<file path="config.mk">
export PLATFORM = sky130hd
export DESIGN_NAME = counter_session_arbiter
export DESIGN_NICKNAME = d
export VERILOG_FILES = /design/src/rtl/counter_session_arbiter.sv
export SDC_FILE = /design/constraint.sdc
export NUM_CORES = 1
export LEC_CHECK = 0
export BUFFER_PORTS_ARGS = -buffer_cell sky130_fd_sc_hd__buf_2
export CAP_MARGIN = 20
export CELL_PAD_IN_SITES_DETAIL_PLACEMENT = 0
export CELL_PAD_IN_SITES_GLOBAL_PLACEMENT = 1
export CORE_MARGIN = 2
export CORE_UTILIZATION = 44
export DETAILED_ROUTE_END_ITERATION = 12
export HOLD_SLACK_MARGIN = 0.1
export PLACE_DENSITY = 0.82
export SLEW_MARGIN = 20
export SYNTH_ARGS = -nofsm -noshare
export SYNTH_HDL_FRONTEND = slang
export SYNTH_SLANG_ARGS = --single-unit
export TNS_END_PERCENT = 30
</file>
<file path="constraint.sdc">
create_clock -name clk -period 5 [get_ports clk]
set_clock_uncertainty 0.05 [all_clocks]
set_input_delay 0.75 -clock clk [delete_from_list [all_inputs] [get_ports clk]]
set_output_delay 0.75 -clock clk [all_outputs]
set_load 0.03 [all_outputs]
</file>
<file path="src/rtl/counter_session_arbiter.sv">
// -----------------------------------------------------------------------------
// counter_session_arbiter
//
// Shares one start/stop mod-N counter between NUM_REQ requesters. One
// requester at a time is granted, chosen round-robin. The arbiter pulses the
// counter's start input and counts the ticks (changes of cnt_count) the counter
// makes. Once the owner's requested duration has elapsed it pulses stop, then
// pulses done to the owner. A session ends early without done in two cases:
// the owner drops its request (abort), or the counter stops ticking for
// TIMEOUT cycles (watchdog timeout).
//
// Ports
//   clk        rising-edge clock
//   reset      synchronous, active-high reset
//   req        level request per requester, held until done/abort
//   dur        per-requester duration in ticks, slice i = dur[i*DUR_W +: DUR_W]
//   grant      one-hot owner of the shared counter, zero when idle
//   done       one-cycle pulse to the owner on normal completion
//   timeout    one-cycle pulse when the tick watchdog aborts a session
//   busy       high while a session is in progress
//   cnt_start  one-cycle start pulse to the shared counter
//   cnt_stop   one-cycle stop pulse to the shared counter
//   cnt_count  count output of the shared counter
// -----------------------------------------------------------------------------
module counter_session_arbiter #(
   parameter int NUM_REQ = 4,
   parameter int CNT_W   = 4,
   parameter int DUR_W   = 8,
   parameter int TIMEOUT = 32
) (
   input  logic                     clk,
   input  logic                     reset,
   input  logic [NUM_REQ-1:0]       req,
   input  logic [NUM_REQ*DUR_W-1:0] dur,
   output logic [NUM_REQ-1:0]       grant,
   output logic [NUM_REQ-1:0]       done,
   output logic                     timeout,
   output logic                     busy,
   output logic                     cnt_start,
   output logic                     cnt_stop,
   input  logic [CNT_W-1:0]         cnt_count
);

   localparam int IDX_W = (NUM_REQ > 1) ? $clog2(NUM_REQ) : 1;
   // One spare count above TIMEOUT-1 so the watchdog cannot wrap when an
   // abort wins over a simultaneous timeout.
   localparam int WD_W  = $clog2(TIMEOUT + 1);

   localparam logic [IDX_W-1:0] LAST_IDX = IDX_W'(NUM_REQ - 1);
   localparam logic [WD_W-1:0]  WD_LIMIT = WD_W'(TIMEOUT - 1);
   localparam logic [DUR_W-1:0] DUR_MAX  = '1;

   typedef enum logic [2:0] {
      S_IDLE  = 3'd0,
      S_START = 3'd1,
      S_RUN   = 3'd2,
      S_STOP  = 3'd3,
      S_DONE  = 3'd4
   } state_t;

   // Saturating increment for the elapsed-tick counter.
   function automatic logic [DUR_W-1:0] sat_inc(input logic [DUR_W-1:0] v);
      return (v == DUR_MAX) ? v : v + DUR_W'(1);
   endfunction

   function automatic logic [NUM_REQ-1:0] one_hot(input logic [IDX_W-1:0] idx);
      logic [NUM_REQ-1:0] v;
      v      = '0;
      v[idx] = 1'b1;
      return v;
   endfunction

   // First set request at or after ptr, wrapping. MSB flags "found".
   // Scanning from the farthest offset down lets the nearest one win last.
   function automatic logic [IDX_W:0] rr_pick(input logic [NUM_REQ-1:0] r,
                                              input logic [IDX_W-1:0]   ptr);
      logic [IDX_W:0]   res;
      logic [IDX_W-1:0] idx;
      res = '0;
      for (int k = NUM_REQ - 1; k >= 0; k--) begin
         idx = IDX_W'((int'(ptr) + k) % NUM_REQ);
         if (r[idx]) res = {1'b1, idx};
      end
      return res;
   endfunction

   function automatic logic [IDX_W-1:0] idx_inc(input logic [IDX_W-1:0] idx);
      return (idx == LAST_IDX) ? '0 : idx + IDX_W'(1);
   endfunction

   state_t           state, state_nx;
   logic [IDX_W-1:0] owner, owner_nx;
   logic [IDX_W-1:0] rr, rr_nx;
   logic [DUR_W-1:0] elapsed, elapsed_nx;
   logic [WD_W-1:0]  wd, wd_nx;
   logic             normal, normal_nx;
   logic [DUR_W-1:0] dur_q, dur_nx;
   logic [CNT_W-1:0] cnt_count_q;

   logic [IDX_W:0]   pick;
   logic [DUR_W-1:0] pick_dur;
   logic             tick;
   logic [DUR_W-1:0] el_inc;
   logic             tmo_hit;

   logic [NUM_REQ-1:0] grant_d, done_d;
   logic               timeout_d, busy_d, start_d, stop_d;

   // ---- stage: input sampling / tick detection ----
   // Any change of the counter output is one tick, including a wrap to 0.
   assign tick   = (cnt_count != cnt_count_q);
   assign el_inc = tick ? sat_inc(elapsed) : elapsed;

   // ---- next-state logic ----
   always_comb begin
      state_nx   = state;
      owner_nx   = owner;
      rr_nx      = rr;
      dur_nx     = dur_q;
      elapsed_nx = elapsed;
      wd_nx      = wd;
      normal_nx  = normal;
      tmo_hit    = 1'b0;
      pick       = rr_pick(req, rr);
      pick_dur   = '0;
      for (int i = 0; i < NUM_REQ; i++) begin
         if (pick[IDX_W-1:0] == IDX_W'(i)) pick_dur = dur[i*DUR_W +: DUR_W];
      end

      case (state)
         S_IDLE: begin
            if (pick[IDX_W]) begin
               owner_nx   = pick[IDX_W-1:0];
               dur_nx     = pick_dur;
               elapsed_nx = '0;
               // A zero-length session skips the counter entirely.
               state_nx   = (pick_dur == '0) ? S_DONE : S_START;
            end
         end
         S_START: begin
            wd_nx    = '0;
            state_nx = S_RUN;
         end
         S_RUN: begin
            elapsed_nx = el_inc;
            wd_nx      = tick ? '0 : wd + WD_W'(1);
            if (!req[owner]) begin
               state_nx  = S_STOP;
               normal_nx = 1'b0;
            end else if (!tick && (wd == WD_LIMIT)) begin
               state_nx  = S_STOP;
               normal_nx = 1'b0;
               tmo_hit   = 1'b1;
            end else if (el_inc == dur_q) begin
               state_nx  = S_STOP;
               normal_nx = 1'b1;
            end
         end
         S_STOP: begin
            if (normal) begin
               state_nx = S_DONE;
            end else begin
               state_nx = S_IDLE;
               rr_nx    = idx_inc(owner);
            end
         end
         S_DONE: begin
            state_nx = S_IDLE;
            rr_nx    = idx_inc(owner);
         end
         default: begin
            state_nx = S_IDLE;
         end
      endcase
   end

   // ---- output decode (from next state, registered below) ----
   always_comb begin
      start_d   = (state_nx == S_START);
      stop_d    = (state_nx == S_STOP);
      busy_d    = (state_nx != S_IDLE);
      grant_d   = busy_d ? one_hot(owner_nx) : '0;
      done_d    = (state_nx == S_DONE) ? one_hot(owner_nx) : '0;
      timeout_d = tmo_hit;
   end

   // ---- stage: state register ----
   always_ff @(posedge clk) begin
      if (reset) begin
         state   <= S_IDLE;
         owner   <= '0;
         rr      <= '0;
         elapsed <= '0;
         wd      <= '0;
         normal  <= 1'b0;
      end else begin
         state   <= state_nx;
         owner   <= owner_nx;
         rr      <= rr_nx;
         elapsed <= elapsed_nx;
         wd      <= wd_nx;
         normal  <= normal_nx;
      end
   end

   // Datapath registers carry no reset; they are rewritten before use.
   always_ff @(posedge clk) begin
      dur_q       <= dur_nx;
      cnt_count_q <= cnt_count;
   end

   // ---- stage: registered outputs ----
   always_ff @(posedge clk) begin
      if (reset) begin
         grant     <= '0;
         done      <= '0;
         timeout   <= 1'b0;
         busy      <= 1'b0;
         cnt_start <= 1'b0;
         cnt_stop  <= 1'b0;
      end else begin
         grant     <= grant_d;
         done      <= done_d;
         timeout   <= timeout_d;
         busy      <= busy_d;
         cnt_start <= start_d;
         cnt_stop  <= stop_d;
      end
   end

endmodule

</file>
==> summary.txt <==
Run status
  – Status: finished, final reports clean

STA
  – Slew Viols, Final: 0
  – Final hold viol count: 0
  – Setup repair after global routing missed its margin: false
  – Endpoints failing setup: 0
  – Fmax: 300.9 MHz
  – Setup TNS: 0 ns
  – Tcrit/Tclk final: 0.6646
  – Worst Max-Slew Pin Slew: between 1 and 1.5 ns
  – Tmin final: 3.323 ns
  – Worst slew margin: 0.2843

Logic synthesis
  – Syn Area/Cell: 9.246 um^2
  – Dominant synthesized flop cell: dfxtp_1
  – Syn Inst Count: roughly 260
  – Register area share after synthesis: 0.4132
  – Async set-reset flop share out of synthesis: 0
  – Seq cells post-synth: 46
  – EDFF count, synth: 8
  – Mapped cell area: about 0.0024 mm^2
  – Netlist cell types: 51
  – Ys Warns: 0
  – Syn Nets: 307

Global route
  – Top Usage Layer GRT: met2
  – First-pass GRT wire length: 8604 um
  – M3 GR Usage: 0.04138
  – Largest net degree at the start of global routing: 31
  – Met2 usage: 0.2741
  – Total GRT Usage: 0.1755
  – Initial antenna violation count: 0
  – Grt ovf: 0
  – Met1 GRT Util: 0.2353
  – Vias in the first global route: 1,883

Critical path
  – CP delay by family, top: compound AO/OA/AOI/OAI gates
  – Worst path max stage delay: 0.80 ns
  – Slowest cell on crit path: a21oi_2
  – Worst Path Required: approximately 5.2 ns
  – Reg2reg start: rr[1]
  – CP most frequent cell: mux2i_1
  – Worst Setup SP: req[0]
  – CP startpoint kind: input port
  – Crit path cell chain: buf_2, a21oi_1, o21ai_1, a21oi_2, mux2i_1, mux2i_1, or4_1, o41a_1, nor4_1
  – Max Fanout on Critical Path: 17
  – Kind of critical path: input port to register
  – CP arrival: roughly 3.5 ns
  – CP endpoint kind: register
  – Worst Path Buf+Inv: 1

Route
  – Drt total wl: 5138 um
  – Drt drc: 0
  – DRT Pass-1 Iters: 4
  – DRT iter0 DRCs: between 100 and 150
  – Avg Vias per Cell: 5.225
  – Post-route ant nets: 0
  – Routed length per instance: 13.31 um
  – DR vias: 2,017

Final layout
  – NumNets Final: 358
  – Share of layout cells above drive strength 1: 0.2325
  – Area growth syn-to-layout: 16.74%
  – Antenna diodes: 0

Run
  – Max-Cap Viols: 0

Die
  – Total core area: 0.005405 mm^2
  – Die area: 0.006114 mm^2
  – Starting Density: 0.4481
  – Die Span Y: 78.20 um
  – Rows: 27
  – IO Count: 54
  – Die width: 78.20 um

Power
  – Clk pwr share: 0.252
  – Design Power: 942.9 uW
  – Switching share of power: 0.3347
  – Comb power frac: 0.270
  – P per Cell Area: between 300 and 400 mW/mm^2
  – Lkg Pwr: 1.124 nW
  – Worst vdd ir: 0.0002041 V
  – Internal Pwr Total: 627.3 uW
  – Sequential share of power: 0.478
  – Switching power: 315.6 uW

Clocking
  – Cts repair resizes: 0
  – CTS buffer count: 5
  – Worst-path clk slew: 0.10 ns
  – CTS HTree Levels: 2
  – CTS root buffer: clkbuf_8
  – Post-CTS Hold Fix Bufs: 0
  – CTS tree: yes
  – Sink Count: 46
  – Post-CTS Setup Inserts: 0
  – Worst skew pair latency: 0.31 ns
  – CTS Buffer Depth: 2

Place
  – RePlAce Congestion: 0.8404
  – Port Buffers: 53
  – Dpl hpwl: 3774 um

Hold path
  – Worst Hold Launch: rr[0]
  – Hold crit path type: register to register
==> worst reg2reg max path: cells and delay by family (launching register included) <==
family          cells  cell delay (ns)
mux                 2             0.38
compound gates      4             1.48
simple gates        2             0.75
flops               1             0.37
==> through the flow <==
| stage | util | setup WS [ns] | instances | instance area [um^2] | hold slack [ns] |
|---|---|---|---|---|---|
| floorplan | - | 1.997 | 262 | 2422 | 0.3898 |
| global placement | 0.5063 | 1.398 | 378 | 2736 | 0.4126 |
| detailed placement | 0.5063 | 1.313 | 378 | 2736 | 0.4233 |
| CTS | 0.5231 | 1.659 | 386 | 2828 | 0.4380 |
| global route | 0.5231 | 1.391 | 386 | 2828 | 0.4696 |
| finish | 0.5231 | 1.677 | 386 | 2828 | 0.4355 |
==> placed cells by master, fill, tap and decap left out, types with 2 or more instances in the layout <==
cell type / n
clkbuf_8: 5
a21oi_1: 17
o21ai_0: 11
and4_1: 2
dfxtp_1: 38
nor2b_1: 2
or2_2: 2
and3_1: 5
nor2_1: 32
mux2_2: 2
xor2_1: 5
nor3_1: 5
inv_1: 4
a2111oi_0: 2
buf_2: 53
mux2i_1: 26
and2_1: 3
nand3b_1: 2
ha_1: 3
nand4_1: 6
nor4_1: 5
mux4_2: 2
nor3b_1: 2
nand2b_1: 4
xnor2_1: 10
nand2_1: 17
or4_1: 2
a211oi_1: 2
or3_1: 5
buf_4: 2
nand3_1: 8
edfxtp_1: 8
==> final cells by class <==
| type | instances | area [um^2] |
|---|---|---|
| fillers | 504 | 2577 |
| well taps | 72 | 90.09 |
| clock inverters | 3 | 22.52 |
| clock buffers | 5 | 68.82 |
| multi-input cells | 200 | 1346 |
| flip-flops and latches | 46 | 1001 |
| inverters | 5 | 18.77 |
| repair buffers | 55 | 280.3 |
==> final timing paths <==
| path | end | slack, ns | cells after the start |
|---|---|---|---|
| setup / recovery | done[1] | 1.68 | 9 |
| hold / removal | rr[0] | 0.44 | 2 |
| setup reg to reg | done[1] | 1.87 | 8 |
| hold reg to reg | rr[0] | 0.44 | 2 |
==> synthesized netlist by cell type (3+ instances only) <==
| cell | n | share of area |
|---|---|---|
| nor2_1 | 32 | 0.050 |
| nor4_1 | 5 | 0.013 |
| xnor2_1 | 10 | 0.036 |
| xor2_1 | 5 | 0.018 |
| o21ai_0 | 11 | 0.023 |
| ha_1 | 3 | 0.015 |
| edfxtp_1 | 8 | 0.099 |
| nand2b_1 | 4 | 0.010 |
| nand4_1 | 6 | 0.015 |
| and2_1 | 3 | 0.0077 |
| nor3_1 | 5 | 0.010 |
| nand2_1 | 17 | 0.026 |
| clkbuf_1 | 8 | 0.012 |
| nand3_1 | 8 | 0.017 |
| and3_1 | 5 | 0.013 |
| mux2i_1 | 26 | 0.11 |
| dfxtp_1 | 38 | 0.31 |
| a21oi_1 | 17 | 0.035 |
| or3_1 | 5 | 0.013 |
| inv_1 | 4 | 0.0062 |
==> power groups by stage <==
stage                     clock (mW)  combinational, mW  sequential, mW
after floorplan                    0              0.177           0.469
after global placement             0              0.255           0.460
after detailed placement           0              0.256           0.460
after CTS                      0.250              0.257           0.451
after global routing           0.261              0.286           0.456
final                          0.238              0.254           0.451
==> state kept, by name (all words and copies together) (netlist names) <==
signal       flops
dur_q            8
elapsed          8
wd               6
cnt_count_q      4
done             4
grant            4
state            3
owner            2
rr               2
busy             1
cnt_start        1
cnt_stop         1
normal           1
timeout          1
==> logic make-up after synthesis <==
kind of cell,Yosys count,share of synthesized area
XOR/XNOR,15,0.05423
multiplexers,30,0.1353
adder cells (fa/ha/maj),3,0.01550
AO/OA/AOI/OAI,48,0.1322
flip-flops,46,0.4132
buffers and inverters,16,0.03099
AND/OR/NAND/NOR,104,0.2185
==> routing by layer <==
layer	part of all wire	routed length, um
met1	0.49	2532
met2	0.44	2261
met3	0.049	252
met4	0.018	93
met5	0	0
(Power assumes the default switching activity.)
